`src/rtl/pe_loop_sequencer.sv`:
```
// Per-PE loop sequencer: walks the W/S/C/M convolution loop nest for one tile
// and issues input-pad, weight-pad and psum-pad addresses with psum init/last
// flags. A two-stage tag pipeline (mult, sum) lines the psum write-back up
// with the arithmetic datapath.
module pe_loop_sequencer #(
  parameter int CFG_W   = 4,
  parameter int IPAD_AW = 5,
  parameter int WPAD_AW = 7,
  parameter int PPAD_AW = 4
) (
  input  logic               i_clk,
  input  logic               i_rst,
  input  logic               i_cfg_valid,
  output logic               o_cfg_ready,
  input  logic [CFG_W-1:0]   i_cfg_w,
  input  logic [CFG_W-1:0]   i_cfg_s,
  input  logic [CFG_W-1:0]   i_cfg_c,
  input  logic [CFG_W-1:0]   i_cfg_m,
  output logic               o_iss_valid,
  input  logic               i_iss_ready,
  output logic [IPAD_AW-1:0] o_ip_addr,
  output logic [WPAD_AW-1:0] o_wp_addr,
  output logic [PPAD_AW-1:0] o_pp_addr,
  output logic               o_ps_init,
  output logic               o_ps_last,
  output logic               o_ss_valid,
  output logic [PPAD_AW-1:0] o_ss_pp_addr,
  output logic               o_ss_last,
  output logic               o_busy,
  output logic               o_done,
  output logic               o_err
);

  // Wide enough that no product of three loop bounds (or the pad limits) truncates.
  localparam int XW = 3 * CFG_W + IPAD_AW + WPAD_AW + 2;
  localparam logic [XW-1:0] IP_LIMIT = XW'(1) << IPAD_AW;
  localparam logic [XW-1:0] WP_LIMIT = XW'(1) << WPAD_AW;

  typedef enum logic [1:0] {
    ST_IDLE  = 2'd0,
    ST_RUN   = 2'd1,
    ST_DRAIN = 2'd2,
    ST_DONE  = 2'd3
  } state_t;

  state_t state_reg;
  logic   drain_reg;
  logic   err_reg;

  // Latched loop bounds and the live loop counters.
  logic [CFG_W-1:0] w_cfg_reg, s_cfg_reg, c_cfg_reg, m_cfg_reg;
  logic [CFG_W-1:0] w_reg, s_reg, c_reg, m_reg;

  // Tag pipeline: ms = multiply stage, ss = sum stage.
  logic               ms_valid_reg, ss_valid_reg;
  logic [PPAD_AW-1:0] ms_pp_reg, ss_pp_reg;
  logic               ms_last_reg, ss_last_reg;

  logic [XW-1:0] ip_need, wp_need;
  logic          cfg_bad;
  logic          running, fire;
  logic          w_wrap, s_wrap, c_wrap, m_wrap, last_issue;

  // Legality of the offered configuration, evaluated at full width.
  always_comb begin
    ip_need = (XW'(i_cfg_w) + XW'(i_cfg_s) - XW'(1)) * XW'(i_cfg_c);
    wp_need = XW'(i_cfg_s) * XW'(i_cfg_c) * XW'(i_cfg_m);
    cfg_bad = (i_cfg_w == '0) || (i_cfg_s == '0) || (i_cfg_c == '0) || (i_cfg_m == '0)
              || (ip_need > IP_LIMIT) || (wp_need > WP_LIMIT);
  end

  assign running    = (state_reg == ST_RUN);
  assign fire       = running && i_iss_ready;
  assign m_wrap     = (m_reg == m_cfg_reg - CFG_W'(1));
  assign c_wrap     = (c_reg == c_cfg_reg - CFG_W'(1));
  assign s_wrap     = (s_reg == s_cfg_reg - CFG_W'(1));
  assign w_wrap     = (w_reg == w_cfg_reg - CFG_W'(1));
  assign last_issue = w_wrap && s_wrap && c_wrap && m_wrap;

  // Addresses follow straight from the counters; flags are gated so idle reads as zero.
  assign o_ip_addr = IPAD_AW'((XW'(w_reg) + XW'(s_reg)) * XW'(c_cfg_reg) + XW'(c_reg));
  assign o_wp_addr = WPAD_AW'((XW'(s_reg) * XW'(c_cfg_reg) + XW'(c_reg)) * XW'(m_cfg_reg)
                              + XW'(m_reg));
  assign o_pp_addr = PPAD_AW'(m_reg);
  assign o_ps_init = running && (s_reg == '0) && (c_reg == '0);
  assign o_ps_last = running && s_wrap && c_wrap;

  assign o_cfg_ready  = (state_reg == ST_IDLE);
  assign o_busy       = (state_reg != ST_IDLE);
  assign o_iss_valid  = running;
  assign o_done       = (state_reg == ST_DONE);
  assign o_err        = err_reg;
  assign o_ss_valid   = ss_valid_reg;
  assign o_ss_pp_addr = ss_pp_reg;
  assign o_ss_last    = ss_last_reg;

  // Control FSM: config acceptance, loop-nest counting, drain and done.
  always_ff @(posedge i_clk or posedge i_rst) begin
    if (i_rst) begin
      state_reg <= ST_IDLE;
      drain_reg <= 1'b0;
      err_reg   <= 1'b0;
      w_cfg_reg <= '0;
      s_cfg_reg <= '0;
      c_cfg_reg <= '0;
      m_cfg_reg <= '0;
      w_reg     <= '0;
      s_reg     <= '0;
      c_reg     <= '0;
      m_reg     <= '0;
    end else begin
      case (state_reg)
        ST_IDLE: begin
          if (i_cfg_valid) begin
            if (cfg_bad) begin
              err_reg <= 1'b1;
            end else begin
              err_reg   <= 1'b0;
              w_cfg_reg <= i_cfg_w;
              s_cfg_reg <= i_cfg_s;
              c_cfg_reg <= i_cfg_c;
              m_cfg_reg <= i_cfg_m;
              w_reg     <= '0;
              s_reg     <= '0;
              c_reg     <= '0;
              m_reg     <= '0;
              state_reg <= ST_RUN;
            end
          end
        end
        ST_RUN: begin
          if (fire) begin
            // Innermost counter wraps and carries outward; the final issue
            // leaves every counter back at zero.
            if (m_wrap) begin
              m_reg <= '0;
              if (c_wrap) begin
                c_reg <= '0;
                if (s_wrap) begin
                  s_reg <= '0;
                  w_reg <= w_wrap ? '0 : w_reg + CFG_W'(1);
                end else begin
                  s_reg <= s_reg + CFG_W'(1);
                end
              end else begin
                c_reg <= c_reg + CFG_W'(1);
              end
            end else begin
              m_reg <= m_reg + CFG_W'(1);
            end
            if (last_issue) begin
              state_reg <= ST_DRAIN;
              drain_reg <= 1'b0;
            end
          end
        end
        ST_DRAIN: begin
          // Two cycles lets the last tag leave the sum stage.
          drain_reg <= ~drain_reg;
          if (drain_reg) begin
            state_reg <= ST_DONE;
          end
        end
        ST_DONE: begin
          state_reg <= ST_IDLE;
        end
        default: begin
          state_reg <= ST_IDLE;
        end
      endcase
    end
  end

  // Tag pipeline shifts every cycle; a non-accepted cycle inserts a zero bubble.
  always_ff @(posedge i_clk or posedge i_rst) begin
    if (i_rst) begin
      ms_valid_reg <= 1'b0;
      ms_pp_reg    <= '0;
      ms_last_reg  <= 1'b0;
      ss_valid_reg <= 1'b0;
      ss_pp_reg    <= '0;
      ss_last_reg  <= 1'b0;
    end else begin
      ms_valid_reg <= fire;
      ms_pp_reg    <= fire ? o_pp_addr : '0;
      ms_last_reg  <= fire && o_ps_last;
      ss_valid_reg <= ms_valid_reg;
      ss_pp_reg    <= ms_pp_reg;
      ss_last_reg  <= ms_last_reg;
    end
  end

endmodule

```
`config.mk`:
```
export PLATFORM = sky130hd
export DESIGN_NAME = pe_loop_sequencer
export DESIGN_NICKNAME = d
export VERILOG_FILES = /design/src/rtl/pe_loop_sequencer.sv
export SDC_FILE = /design/constraint.sdc
export NUM_CORES = 1
export LEC_CHECK = 0
export CAP_MARGIN = 20
export CORE_ASPECT_RATIO = 1.5
export CORE_MARGIN = 1.5
export CORE_UTILIZATION = 45
export CTS_BUF_LIST = sky130_fd_sc_hd__clkbuf_8
export DETAILED_ROUTE_END_ITERATION = 12
export GPL_TIMING_DRIVEN = 0
export PLACE_DENSITY = 0.75
export SLEW_MARGIN = 20
export SYNTH_ARGS = -nofsm -noshare
export SYNTH_HDL_FRONTEND = slang
export SYNTH_SLANG_ARGS = --single-unit
```
`constraint.sdc`:
```
create_clock -name i_clk -period 8.05 [get_ports i_clk]
set_input_delay 2.415 -clock i_clk [delete_from_list [all_inputs] [get_ports i_clk]]
set_output_delay 2.415 -clock i_clk [all_outputs]
set_load 0.005 [all_outputs]
```
* Word level (Yosys, flattened, before mapping) *
Index checks and enable logic that the tools add are counted.

storage, ports and cells
  output and inout port bits = 29
  memory bits (writable) = 0
  word-level logic and storage cells = 119
  bits of input ports = 20
  memories kept = 0
  bits in registers = 48
  bits in read-only memories = 0
  latch bits = 0

cells by class
  bitwise operators = 2
  eq/ne operators = 15
  reduce and logical (&&, ||, !) cells = 32
  div/mod/pow operators = 0
  multiply operators = 6
  add/subtract/negate cells = 14
  order comparisons = 2
  muxes and demuxes = 31
  shift-type cells = 0

operators by type and width
  cell                                                            number
  two-way mux 4 bit                                               17
  one-hot mux 4 bit (2 select lines)                              4
  greater-than comparator 26 x 6 -> 1 bit, second input constant  1
  zero test 4 bit                                                 6
  adder 4 x 1 -> 4 bit, second input constant                     4
  == test 4 bit                                                   4
  multiplier 4 x 4 -> 8 bit                                       2
  subtractor 4 x 1 -> 4 bit, second input constant                4
  greater-than comparator 12 x 8 -> 1 bit, second input constant  1
  multiplier 8 x 4 -> 12 bit                                      1
  multiplier 6 x 5 -> 11 bit                                      1
  adder 4 x 4 -> 5 bit                                            2
  two-way mux 2 bit                                               5
  != test 2 x 1 -> 1 bit, second input constant                   5
  AND reduction 5 bit                                             2
  adder 8 x 4 -> 9 bit                                            1
  logical AND 1 bit                                               9
  multiplier 9 x 4 -> 7 bit                                       1
  one-hot mux 2 bit (4 select lines)                              1
  adder 7 x 4 -> 7 bit                                            1
  AND reduction 7 bit                                             1
  != test 2 bit, second input constant                            3
  AND reduction 3 bit                                             2
  AND reduction 6 bit                                             1
  13 further kinds                                                23

* Logic depth before layout (Yosys ltp) *
Gate-level depths: netlist (run 1).

  depth in word-level cells = 9
  mapped depth = 27
  gate-level depth less buffers = 24

* Worst setup path before layout (run 1) *
No wires, ideal clock.

  path type = input to register
  start = input i_cfg_c[3]
  end = register w_reg[0]
  library setup time = 125 ps
  stages = 23
  buffers on the path = 1
  required time = 7925 ps
  arrival = 8100 ps
  setup slack = -175 ps
  path through = clkbuf_1 nand2_1 fa_1 inv_1 fa_1 ha_1 a21o_1 a21oi_1 xnor2_1 and2_1 fa_1 inv_1 fa_1 inv_1 ha_1 a21o_1 a2111oi_2 a21oi_1 xor2_1 a311oi_1 nand4_2 a211oi_2 mux2_2

between the ends
  word-level cells in the longest chain between the ends = 7
  elaborated cells on any way between the ends = 12
  classes of those cells = 3 x mul; 2 x order compare; 1 x eq/ne; 6 x reduce/logical

ends and longest elaborated chain
  element                                                                             line  RTL
  start: declaration                                                                  17    input logic [CFG_W-1:0] i_cfg_c,
  parallel branches: the longest is 4 deep, another holds multiplier 8 x 4 -> 12 bit  n/a
  logical OR 1 bit (*)                                                                69    || (ip_need > IP_LIMIT) || (wp_need > WP_LIMIT);
  != test 2 bit (no line) (*)                                                         n/a
  AND reduction 7 bit (no line) (*)                                                   n/a
  end signal: assignment                                                              141   w_reg <= w_wrap ? '0 : w_reg + CFG_W'(1);
  end: declaration                                                                    52    logic [CFG_W-1:0] w_reg, s_reg, c_reg, m_reg;

Every way passes the cells marked *.
A chain may end at the register's enable or synchronous reset.

* Worst setup path in the final report (run 1) *
  start = input i_cfg_c[1]
  end = register w_reg[1]

The elaborated chain is that of the path after synthesis.

==> results of run 1 <==
## per-stage QoR
step                      hold slack (ns)  instances
final                               0.354       1059
after global placement              0.332       1024
after global routing                0.363       1059
after detailed placement            0.336       1025
after floorplan                     0.331        782
after CTS                           0.356       1051
## cells in the mapped netlist (all sizes together), types with 2 or more instances
cell type | n | area [um^2]
nand2b | 13 | 81.3
dfrtp | 48 | 1200
nor3 | 7 | 40.0
a22oi | 2 | 15.0
a21oi | 28 | 140
a211oi | 5 | 42.5
xor2 | 19 | 166
o21ai | 18 | 90.1
ha | 108 | 1350
o2bb2ai | 3 | 26.3
and2 | 68 | 425
nor4 | 10 | 83.8
nor2 | 26 | 97.6
nor2b | 9 | 56.3
o211ai | 4 | 30.0
a21boi | 2 | 15.0
clkbuf | 18 | 70.1
buf | 6 | 37.5
and3 | 8 | 50.1
a211o | 2 | 17.5
nand2 | 60 | 225
nand3 | 10 | 50.1
o311ai | 2 | 17.5
mux2 | 11 | 124
xnor2 | 51 | 447
a22o | 4 | 35.0
o21bai | 4 | 30.0
nand4 | 7 | 50.1
a2111oi | 2 | 23.8
a21o | 18 | 135
or4 | 2 | 15.0
fa | 51 | 1020
inv | 133 | 499
## area by class of cell
class,count,area share (%)
inverter,133,6.01
timing repair buffer,76,8.15
clock inverter,3,0.241
sequential,48,14.6
multi-input combinational,577,65.9
tap,199,3.00
buffer,18,1.28
clock buffer,5,0.829
## cells by family (layout without fill, tap and decap cells)
kind of cell,count (synthesis),after routing
XOR/XNOR,70,70
AO/OA/AOI/OAI,109,109
flip-flops,48,48
buffers and inverters,157,235
AND/OR/NAND/NOR,227,227
adder cells (fa/ha/maj),160,160
multiplexers,11,11
## power by group through the flow
stage / Combinational, mW / Sequential [mW] / Clock, mW
global placement: 1.00 / 0.363 / 0
detailed placement: 1.03 / 0.365 / 0
CTS: 1.11 / 0.365 / 0.148
finish: 1.14 / 0.365 / 0.148
floorplan: 0.774 / 0.346 / 0
global route: 1.28 / 0.374 / 0.159
## repair_timing
| action | in CTS | in global routing |
|---|---|---|
| setup buffers | 22 | 10 |
| pin swaps | 33 | 31 |
| endpoints found under the setup margin | 38 | 33 |
| gates resized for setup | 56 | 57 |
## worst max path at each step
| stage | cells after the start | startpoint | slack (ns) | end |
|---|---|---|---|---|
| after CTS | 24 | i_cfg_w[1] | 0.01 | w_reg[1] |
| after global routing | 20 | s_reg[0] | -0.12 | o_wp_addr[6] |
| final | 25 | i_cfg_c[1] | 0.06 | w_reg[1] |
| after floorplan | 22 | i_cfg_s[0] | 0.02 | w_reg[0] |
| after detailed placement | 23 | i_cfg_c[2] | -1.20 | w_reg[1] |
| after global placement | 25 | i_cfg_c[3] | -1.09 | w_reg[0] |
## per-layer routing
metal | vias to the layer above | track usage [%]
met2 | 86 | 40.3
met3 | 39 | 1.14
li1 | 2705 | -
met4 | 0 | 11.2
met5 | - | 0
met1 | 2711 | 20.3
## cell usage in the layout (no fill, tap or decap), types with 8 or more instances in the layout
cell             netlist  layout
inv_1                133     128
ha_1                 108      97
and2_1                68      66
nand2_1               60      56
fa_1                  51      49
xnor2_1               51      43
dfrtp_1               48      42
buf_4                  1      34
clkdlybuf4s50_1        0      34
nor2_1                26      26
a21oi_1               28      20
a21o_1                18      18
xor2_1                19      17
o21ai_0               17      16
nand2b_1              13      13
nand3_1               10      10
nor2b_1                9       9
clkbuf_1              16       8
and3_1                 8       8
mux2_2                10       8
ha_4                   0       8
## critical path, stage by stage
cell       delay (ns)
buf_8            0.08
buf_8            0.10
nand2_4          0.05
fa_1             0.55
inv_2            0.04
fa_1             0.51
ha_1             0.32
a21o_1           0.17
a21oi_2          0.19
xnor2_2          0.10
and2_4           0.17
fa_1             0.52
inv_2            0.04
fa_1             0.50
inv_2            0.05
ha_4             0.25
a21o_1           0.20
a2111oi_4        0.37
a21oi_2          0.10
xor2_1           0.15
a311oi_2         0.25
buf_4            0.18
nand4_4          0.15
a211oi_4         0.40
mux2_4           0.34
==> impl_metrics.json, run 1 <==
{
  "highest_layer": "met4",
  "synthCells": 782,
  "skew_ns": 0.0126,
  "initial_core_util_pct": 45.9,
  "setup_viol": 0,
  "num_vias": 5541,
  "fmaxAchievable_ghz": 0.125,
  "num_rows": 55,
  "fillerInstances": 1338,
  "synthAdderAreaFrac_pct": 34.5,
  "muxShareOfSynthArea_pct": 1.79,
  "ys_types": 68,
  "drv_cap": 0,
  "crit_arrival_ns": 8.19,
  "cp-start-kind": "input port",
  "synth-edff-count": 0,
  "cts.clk_slew.worst_paths_ns": 0.09,
  "intPower_mw": 0.899,
  "wl_per_cell_um": 14.7,
  "ys.warnings.count": 0,
  "peakVddDrop_mv": 0.0956,
  "die_x_um": 104,
  "htreeDepth": 2,
  "cts_sinks": 48,
  "antenna_found_initial": 0,
  "clockBufferDepth": 2,
  "r2r_start": "m_cfg_reg[1]",
  "hold_path_end": "o_ss_pp_addr[2]",
  "power.density_nw_per_um2": 199,
  "p_leak_nw": 4.25,
  "grt_pass1_wl_um": 26500,
  "synth_top_family_by_area": "adder cells",
  "relSlewSlack_pct": 19.5,
  "fin_area_um2": 8300,
  "finalSetupTns_ns": 0,
  "multiInputGateArea_um2": 5470,
  "vias_per_cell": 5.23,
  "period_minus_slack_ns": 7.99,
  "status": "completed",
  "crit_fanout": 4,
  "port_buffers": 43,
  "slew_violations": 0,
  "clockPowerShare_pct": 8.9,
  "postCtsHoldBufs": 0,
  "yosys.area_share.simple_pct": 17.8,
  "drcViolationCount": 0,
  "syn2layout_area_growth_pct": 20.1,
  "synthesis.area_um2": 6910,
  "min_path_cells": 0,
  "cts_inserted_buffers": 5,
  "wl_met3_um": 241,
  "syn_area_per_cell_um2": 8.84,
  "synth-async-reset-ratio_pct": 100,
  "required_ns": 8.25,
  "dr.pass1.iters": 4,
  "placed_area_um2": 7650,
  "hpwl_um": 12200,
  "regArea_um2": 1210,
  "routed-wl-met2_um": 8810,
  "reg2reg_depth": 8,
  "p_total_mw": 1.66,
  "die-area_um2": 16100,
  "switching_share_pct": 45.7,
  "layout_worst_path_cycle_share_pct": 99.2,
  "hp-start": "ms_pp_reg[2]",
  "core_um2": 15100,
  "place_ws_ns": -1.20,
  "place.gp.congestion": 0.823,
  "layout-drive-gt1-share_pct": 15.2,
  "gr-total-overflow": 0,
  "worst_pin_slew_ns": 1.20,
  "rsz0062_at_grt": "true",
  "finalNetCount": 1038,
  "detail-route-antenna-nets": 0,
  "synth_flop_cell": "dfrtp_1",
  "path_class": "input port to flip-flop",
  "diodes": 0,
  "p_sw_mw": 0.758,
  "grt_pass1_vias": 5901,
  "worst_slack_ns": 0.0641,
  "r2r_end": "w_reg[1]",
  "die_h_um": 155,
  "grt_usage_pct": 20.1,
  "synth_compound_area_share_pct": 10.9,
  "p_comb_share_pct": 69.0,
  "grt_max_degree": 35,
  "root_buffer": "clkbuf_8",
  "fin_util_pct": 55.1,
  "seqPwrFrac_pct": 22.0,
  "io_pins": 49,
  "synth-seq-cells": 48,
  "wl_um": 15500,
  "wl_met1_um": 5740,
  "hp-class": "flip-flop to flip-flop",
  "r2r_slack_ns": 4.92,
  "hold_violations": 0,
  "clk_latency_ns": 0.32,
  "cts_tree": "done",
  "syn_nets": 961,
  "end_kind": "flip-flop",
  "synth_seq_area_share_pct": 17.4,
  "drt_iter0_drc": 228,
  "synthXorXnorAreaFrac_pct": 8.87
}
No activity file was read; power rests on OpenSTA's default activity.
==> inputs of run 2 (changes only) <==
--- a/config.mk
+++ b/config.mk
@@ -13,7 +13,6 @@
 export DETAILED_ROUTE_END_ITERATION = 12
 export GPL_TIMING_DRIVEN = 0
 export PLACE_DENSITY = 0.75
-export SLEW_MARGIN = 20
 export SYNTH_ARGS = -nofsm -noshare
 export SYNTH_HDL_FRONTEND = slang
 export SYNTH_SLANG_ARGS = --single-unit
==> impl_metrics.json, run 2 (synthesis results as in run 1) <==
{
  "status": "completed",
  "clockPowerShare_pct": 8.3,
  "r2r_end": "state_reg[1]",
  "port_buffers": 43,
  "cp-start-kind": "input port",
  "hold_violations": 0,
  "drcViolationCount": 0,
  "core_um2": 15100,
  "period_minus_slack_ns": 8.02,
  "antenna_found_initial": 0,
  "place.gp.congestion": 0.823,
  "grt.busiest_layer": "met2",
  "hp-class": "flip-flop to flip-flop",
  "slew_violations": 0,
  "r2r_slack_ns": 5.00,
  "reg2reg_depth": 10,
  "layout-drive-gt1-share_pct": 15.5,
  "seqPwrFrac_pct": 21.7,
  "rsz0062_at_grt": "true",
  "drt_iter0_drc": 136,
  "cp_common_cell": "fa_1",
  "grt_usage_pct": 20.2,
  "crit_fanout": 4,
  "path_class": "input port to flip-flop",
  "clk_latency_ns": 0.32,
  "gr-total-overflow": 0,
  "detail-route-antenna-nets": 0,
  "cts_tree": "done",
  "power.density_nw_per_um2": 201,
  "cts_inserted_buffers": 5,
  "hpwl_um": 12200,
  "mostFrequentLayoutCells": "128 x inv_1, 97 x ha_1, 66 x and2_1, 58 x nand2_1, 49 x fa_1",
  "fin_util_pct": 55.6,
  "required_ns": 8.25,
  "met3_usage_pct": 1.31,
  "io_pins": 49,
  "wl_per_cell_um": 14.7,
  "worst_pin_slew_ns": 0.584,
  "die_x_um": 104,
  "clockBufferDepth": 2,
  "layout_worst_path_cycle_share_pct": 99.6,
  "grt_pass1_vias": 5869,
  "p_comb_share_pct": 70.0,
  "syn2layout_area_growth_pct": 21.2,
  "r2r_start": "m_cfg_reg[1]",
  "grt_max_degree": 39,
  "holdWs_ns": 0.352,
  "intPower_mw": 0.920,
  "cts_sinks": 48,
  "die_h_um": 155,
  "vias_per_cell": 5.24,
  "dr.pass1.iters": 4,
  "grt_pass1_wl_um": 26600,
  "p_sw_mw": 0.765,
  "cts.clk_slew.worst_paths_ns": 0.08,
  "cp-startpoint": "i_cfg_c[1]",
  "end_kind": "flip-flop",
  "layout_commonest_cell": "inv_1",
  "die-area_um2": 16100,
  "cp.depth": 26,
  "path_buf_inv": 7,
  "fillerInstances": 1335,
  "drv_cap": 0,
  "crit_arrival_ns": 8.22,
  "htreeDepth": 2,
  "num_vias": 5548,
  "critPathCapture": "w_reg[1]",
  "diodes": 0,
  "critPathSlowestCell": "fa_1",
  "root_buffer": "clkbuf_8",
  "setup_viol": 0,
  "grt_util_met2_pct": 40.7,
  "use_met1_pct": 20.2,
  "num_rows": 55,
  "relSlewSlack_pct": 61.1,
  "wl_um": 15600,
  "fmaxAchievable_ghz": 0.125,
  "initial_core_util_pct": 45.9,
  "peakVddDrop_mv": 0.0747,
  "switching_share_pct": 45.4,
  "finalNetCount": 1039,
  "p_leak_nw": 4.27,
  "critical_path.top_delay_family": "adder cells",
  "critical-path-max-stage-delay_ns": 0.56,
  "skew_ns": 0.00867
}
## run 2: changes by cell type in the layout (fill, tap and decap cells not counted), sizes merged
cell | previous run | this run
buf | 45 | 46
clkinvlp | 1 | 0
## run 2: worst min-delay path by stage
stage / from / cells past startpoint / end / slack [ns]
4_1_cts: ms_pp_reg[1] / 0 / o_ss_pp_addr[1] / 0.35
5_1_grt: ms_pp_reg[1] / 0 / o_ss_pp_addr[1] / 0.36
3_3_place_gp: ms_last_reg / 0 / o_ss_last / 0.33
3_5_place_dp: ms_pp_reg[1] / 0 / o_ss_pp_addr[1] / 0.34
6_report: ms_pp_reg[1] / 0 / o_ss_pp_addr[1] / 0.35
2_1_floorplan: ms_last_reg / 0 / o_ss_last / 0.33
## run 2: what timing repair did
action                                 in CTS  in global routing
setup endpoints to repair                  38                 36
pin swaps                                  31                 46
setup buffers                              23                  8
endpoints found under the hold margin       0                  0
hold buffers                                0                  0
resized for setup                          56                 67
## run 2: per-stage QoR
| stage | TNS (ns) | area [um^2] | std cells | setup WS [ns] | total power [mW] |
|---|---|---|---|---|---|
| global placement | -30.49 | 7630 | 1024 | -1.09 | 1.36 |
| global route | -0.952 | 8380 | 1059 | -0.139 | 1.84 |
| detailed placement | -33.59 | 7650 | 1025 | -1.20 | 1.40 |
| CTS | 0 | 8110 | 1051 | 0.00117 | 1.62 |
| finish | 0 | 8380 | 1059 | 0.0295 | 1.68 |
| floorplan | 0 | 6950 | 782 | 0.0232 | 1.12 |
## run 2: layer usage
layer  up-vias  part of all wire, %
li1       2704                    -
met1      2728                   37
met2        82                   57
met3        34                  1.4
met4         0                  4.5
met5         -                    0
## run 2: power groups by stage
stage	logic (mW)	registers (mW)	clock network (mW)
after global placement	1.00	0.363	0
after floorplan	0.774	0.346	0
after detailed placement	1.03	0.366	0
final	1.18	0.365	0.140
after global routing	1.31	0.375	0.151
after CTS	1.11	0.365	0.142
## run 2: final cells by class
class,count,area [um^2],area share (%)
repair buffers,76,687,8.20
multi-input cells,577,5530,66.0
well taps,199,249,2.97
clock inverters,2,8.76,0.105
inverters,133,502,5.99
plain buffers,19,121,1.45
clock buffers,5,68.8,0.821
flip-flops and latches,48,1210,14.4
==> inputs of run 3 (changes only) <==
--- a/config.mk
+++ b/config.mk
@@ -10,6 +10,7 @@
 export CORE_MARGIN = 1.5
 export CORE_UTILIZATION = 45
 export CTS_BUF_LIST = sky130_fd_sc_hd__clkbuf_8
+export CTS_CLUSTER_SIZE = 40
 export DETAILED_ROUTE_END_ITERATION = 12
 export GPL_TIMING_DRIVEN = 0
 export PLACE_DENSITY = 0.75
==> results of run 3 <==
No change in the layout: final DEF, timing and power equal those of run 2.
